## config.mk

```make
export PLATFORM = sky130hd
export DESIGN_NAME = ram_wr_arbiter
export DESIGN_NICKNAME = d
export VERILOG_FILES = /design/src/rtl/ram_wr_arbiter.sv
export SDC_FILE = /design/constraint.sdc
export NUM_CORES = 1
export LEC_CHECK = 0
export CAP_MARGIN = 20
export CORE_ASPECT_RATIO = 1.5
export CORE_MARGIN = 5
export CORE_UTILIZATION = 35
export CTS_BUF_LIST = sky130_fd_sc_hd__clkbuf_2 sky130_fd_sc_hd__clkbuf_4 sky130_fd_sc_hd__clkbuf_8
export CTS_CLUSTER_DIAMETER = 80
export DETAILED_ROUTE_END_ITERATION = 10
export PLACE_DENSITY = 0.74
export SKIP_LAST_GASP = 1
export SYNTH_ARGS = -nofsm -noshare
export SYNTH_HDL_FRONTEND = slang
export SYNTH_SLANG_ARGS = --single-unit
```

## constraint.sdc

```tcl
create_clock -name ck -period 1.8 [get_ports ck]
set_input_delay 0.27 -clock ck [delete_from_list [all_inputs] [get_ports ck]]
set_output_delay 0.27 -clock ck [all_outputs]
set_load 0.01 [all_outputs]
```

## src/rtl/ram_wr_arbiter.sv

```systemverilog
// ram_wr_arbiter: write-port controller for a 2**AW x DW dual-port RAM.
// Shares the single synchronous write port (active-low we) between requesters
// A and B with round-robin priority, and provides a sequenced bulk clear that
// writes CLR_VAL to every location, one per cycle. The read port is passed
// through to the RAM.
//
// Optional build macro: RAM_RD_FWD_EN
//   defined   : rd_data forwards the in-flight write (including clear writes)
//   undefined : rd_data = mem_dataOut
//
// Ports:
//   ck, rst              clock (rising edge), asynchronous active-high reset
//   clr_start/clr_busy   bulk clear request (sampled in IDLE) / clear running
//   wa_*, wb_*           requester A/B valid/ready write handshakes
//   rd_adr/rd_data       read address / read data (combinational)
//   mem_dataIn, mem_adr_a, mem_we   registered RAM write-side signals
//   mem_adr_b, mem_dataOut          RAM read address / RAM read data
module ram_wr_arbiter #(
    parameter int unsigned   AW      = 7,
    parameter int unsigned   DW      = 8,
    parameter logic [DW-1:0] CLR_VAL = '0
) (
    input  logic          ck,
    input  logic          rst,
    input  logic          clr_start,
    output logic          clr_busy,
    input  logic          wa_valid,
    input  logic [AW-1:0] wa_adr,
    input  logic [DW-1:0] wa_data,
    output logic          wa_ready,
    input  logic          wb_valid,
    input  logic [AW-1:0] wb_adr,
    input  logic [DW-1:0] wb_data,
    output logic          wb_ready,
    input  logic [AW-1:0] rd_adr,
    output logic [DW-1:0] rd_data,
    output logic [DW-1:0] mem_dataIn,
    output logic [AW-1:0] mem_adr_a,
    output logic          mem_we,
    output logic [AW-1:0] mem_adr_b,
    input  logic [DW-1:0] mem_dataOut
);

    localparam logic [AW-1:0] LAST_ADR = '1;

    typedef enum logic {
        IDLE  = 1'b0,
        CLEAR = 1'b1
    } state_t;

    state_t        state;
    state_t        state_nxt;
    logic          ptr;        // 0: A owns priority, 1: B owns priority
    logic          ptr_nxt;
    logic [AW-1:0] cnt;        // next clear address
    logic [AW-1:0] cnt_nxt;
    logic          grant_a;
    logic          grant_b;
    logic          we_nxt;
    logic [AW-1:0] adr_nxt;
    logic [DW-1:0] data_nxt;

    // Grant decode: only in IDLE with no clear request; pointer breaks ties.
    always_comb begin
        grant_a = 1'b0;
        grant_b = 1'b0;
        if (state == IDLE && !clr_start) begin
            grant_a = wa_valid && (!wb_valid || !ptr);
            grant_b = wb_valid && (!wa_valid ||  ptr);
        end
    end

    assign wa_ready = grant_a;
    assign wb_ready = grant_b;

    // State register.
    always_ff @(posedge ck or posedge rst) begin
        if (rst) begin
            state <= IDLE;
        end else begin
            state <= state_nxt;
        end
    end

    // Next-state logic: a clear runs until the last address has been issued.
    always_comb begin
        state_nxt = state;
        case (state)
            IDLE:    if (clr_start) state_nxt = CLEAR;
            CLEAR:   if (cnt == LAST_ADR) state_nxt = IDLE;
            default: state_nxt = IDLE;
        endcase
    end

    // Output logic: next values for the RAM write port, counter and pointer.
    always_comb begin
        we_nxt   = 1'b1;
        adr_nxt  = mem_adr_a;
        data_nxt = mem_dataIn;
        cnt_nxt  = cnt;
        ptr_nxt  = ptr;
        case (state)
            IDLE: begin
                if (clr_start) begin
                    cnt_nxt = '0;
                end else if (grant_a) begin
                    we_nxt   = 1'b0;
                    adr_nxt  = wa_adr;
                    data_nxt = wa_data;
                    ptr_nxt  = 1'b1;   // pointer goes to the requester that lost
                end else if (grant_b) begin
                    we_nxt   = 1'b0;
                    adr_nxt  = wb_adr;
                    data_nxt = wb_data;
                    ptr_nxt  = 1'b0;
                end
            end
            CLEAR: begin
                we_nxt   = 1'b0;
                adr_nxt  = cnt;
                data_nxt = CLR_VAL;
                cnt_nxt  = cnt + AW'(1);   // wraps to 0 after the last address
            end
            default: ;
        endcase
    end

    // Registered RAM write port, clear counter, pointer and busy flag.
    always_ff @(posedge ck or posedge rst) begin
        if (rst) begin
            mem_we     <= 1'b1;
            mem_adr_a  <= '0;
            mem_dataIn <= '0;
            cnt        <= '0;
            ptr        <= 1'b0;
            clr_busy   <= 1'b0;
        end else begin
            mem_we     <= we_nxt;
            mem_adr_a  <= adr_nxt;
            mem_dataIn <= data_nxt;
            cnt        <= cnt_nxt;
            ptr        <= ptr_nxt;
            clr_busy   <= (state_nxt == CLEAR);
        end
    end

    assign mem_adr_b = rd_adr;

`ifdef RAM_RD_FWD_EN
    // Forward the write that the RAM commits on the next edge.
    assign rd_data = (!mem_we && rd_adr == mem_adr_a) ? mem_dataIn : mem_dataOut;
`else
    assign rd_data = mem_dataOut;
`endif

endmodule

```

==> flow_metrics.py <==
metrics = {
    "status": {
        "status": "complete, no violations",
    },
    "sta": {
        "skew_ns": 0.003624,
        "fin_crit_ns": 1.726,
        "relSlewSlack": 0.7910,
        "period_share": 0.9588,
        "maxSlewViolCount": 0,
        "rsz0062_at_grt": "yes",
        "tightest_slew_ns": 0.3135,
        "setup-violations-final": 0,
        "fmax_mhz": 579.4,
        "hold_viol_final": 0,
    },
    "clocking": {
        "clkLatencyLatePin_ns": 0.27,
        "numCtsBuffers": 3,
        "htreeDepth": 1,
        "clk_pin_slew_ns": 0.09,
        "clock-root-buffer": "clkbuf_8",
        "cts_tree": "yes",
        "clkSinkCount": 25,
        "cts_buffer_depth": 2,
    },
    "grt": {
        "grt_overflow_total": 0,
        "grt_use_total": 0.1391,
        "grt_pass1_wl_um": 6348,
        "grt_pass1_vias": 1443,
        "antenna_found_initial": 0,
        "grt_max_degree": 36,
    },
    "detailed_routing": {
        "wl_um": 3750,
        "drc": 0,
        "dr.first_iter.drc_count": 36,
        "viasPerCell": 5.289,
        "avgRoutedWirePerCell_um": 15.06,
        "final_antenna_net_count": 0,
        "vias": 1317,
        "first_pass_iters": 4,
    },
    "power_and_ir_drop": {
        "leakage_nw": 0.8751,
        "p_per_area_nw_per_um2": 947.7,
        "irDropWorstVdd_mv": 0.4741,
    },
    "setup_path": {
        "worstRegToRegCells": 4,
        "critPathRequiredTime_ns": 1.53,
        "arrival_ns": 1.46,
        "crit_chain": "buf_12 > clkdlybuf4s50_1",
        "cpMaxStageDelayCell": "clkdlybuf4s50_1",
        "end_kind": "output pin",
        "crit_type": "flip-flop to output pin",
        "critPathMaxStageDelay_ns": 0.56,
        "worst-path-max-fanout": 35,
        "cp-start-kind": "flip-flop",
    },
    "logic_synthesis": {
        "synth_ff_type": "dfrtp_1",
        "synth-seq-area-share": 0.4242,
        "yosysWarningCount": 0,
        "syn_inst": 158,
        "synthTopCellsByArea": "dfrtp_1, buf_4, nand3_1",
        "ys_ff_latch": 25,
        "yosysTopAreaCell": "dfrtp_1",
        "avgSynthCellArea_sq_um": 9.352,
        "ys_types": 37,
        "synth_edf_count": 0,
        "synth.top_cells.by_count": "dfrtp_1, nand3_1, buf_4",
        "synthesis.nets": 209,
        "post-synth-top-count-cell": "dfrtp_1",
        "syn-cell-area_sq_um": 1478,
        "synth.top_cell.area_share": 0.4064,
        "async_flop_share": 1.000,
    },
    "hold_path": {
        "min_path_type": "input pin to async pin",
    },
    "placement": {
        "place_area_sq_um": 2003,
        "gp_congestion": 0.7469,
        "dp_hpwl_um": 2891,
        "portBuffers": 53,
    },
    "die": {
        "dieHeight_um": 89.58,
        "placementRows": 29,
        "ios": 84,
        "core_area_sq_um": 4173,
        "initial_core_util": 0.3541,
        "fp.dieW_um": 63.05,
        "dieArea_sq_um": 5648,
    },
    "finish": {
        "stdcell_area_sq_um": 2066,
        "final_core_util": 0.4951,
        "ff_latch_area_sq_um": 628.1,
        "drive_gt1_frac": 0.1084,
        "fill_cells": 402,
        "syn2layout_area_growth_pct": 39.80,
        "n_antenna_cell": 0,
        "multi_input_area_sq_um": 663.1,
        "finalNetCount": 255,
    },
    "run": {
        "drv_cap": 0,
    },
}
worst max-delay path: cells and delay by family, from the launching register on:
family                 cells  cell delay [ns]
buffers and inverters      2             0.75
DFF                        1             0.44
area by class of cell:
type                            instances  area share
Clock buffer                            4     0.02362
Inverter                                6     0.01090
Multi-Input combinational cell        103      0.3210
Sequential cell                        25      0.3041
Tap cell                               46     0.02786
Timing Repair Buffer                   65      0.3125
state kept, by name (all words and copies together) (netlist names):
name	cells
clr_busy	1
cnt	7
mem_adr_a	7
mem_dataIn	8
mem_we	1
ptr	1
timing repair:
action | CTS | global route
gates resized for setup | 5 | 2
setup endpoints to repair | 3 | 2
setup buffers | 0 | 0
cloned | 0 | 0
hold buffers | 0 | 0
layout by cell type (no fill, tap or decap), types with 2 or more instances in the layout:
master	n
o221ai_1	8
nand2b_1	14
o21ai_0	6
nand3_1	22
dlygate4sd2_1	2
nand2_1	13
a311o_1	5
buf_4	10
a22o_1	3
xnor2_1	2
inv_1	5
clkbuf_8	3
a21oi_1	2
o31ai_1	2
clkdlybuf4s50_1	50
and3_1	5
o211ai_1	2
dfrtp_1	23
buf_12	2
nor2_1	3
metrics by stage:
stage               hold slack [ns]  std cells  setup TNS (ns)  power [mW]  setup slack, ns
floorplan                    0.2966        158               0       1.301           0.1873
global placement             0.5041        245         -0.3662       1.614          -0.2130
detailed placement           0.5132        245         -0.3798       1.627          -0.2054
CTS                          0.3640        249               0       1.979          0.03862
global route                 0.3812        249        -0.02181       2.108         -0.02181
finish                       0.3403        249               0       1.958          0.07413
power by group:
part | total [mW] | internal [mW] | switching (mW)
clock | 0.352 | 0.173 | 0.178
sequential | 0.885 | 0.732 | 0.154
combinational | 0.720 | 0.436 | 0.285
path summary, 6_finish.rpt:
| path | start | endpoint | slack (ns) |
|---|---|---|---|
| min in group ck | cnt[6] | clr_busy | 0.52 |
| worst max register to register | clr_busy | mem_adr_a[6] | 0.39 |
| worst min-delay path | rst | mem_adr_a[5] | 0.34 |
| worst min register to register | cnt[6] | clr_busy | 0.52 |
| worst max-delay path | clr_busy | clr_busy | 0.07 |
| max in group asynchronous | rst | mem_we | 1.18 |
kinds of logic (layout without fill, tap and decap cells):
logic type	count (synthesis)	after routing	synth area share
AO/OA/AOI/OAI	33	33	0.1736
XOR/XNOR	3	3	0.01778
adder cells (fa/ha/maj)	1	1	0.008466
buffers and inverters	30	75	0.1270
flip-flops	25	25	0.4242
multiplexers	1	1	0.006774
AND/OR/NAND/NOR	65	65	0.2422
metal layers:
| metal | share of wire | track usage | up-vias |
|---|---|---|---|
| li1 | - | - | 641 |
| met1 | 0.38 | 0.1456 | 624 |
| met2 | 0.53 | 0.2577 | 42 |
| met3 | 0.064 | 0.03861 | 10 |
| met4 | 0.025 | 0.06371 | 0 |
| met5 | 0 | 0 | - |
(Power assumes the default switching activity.)
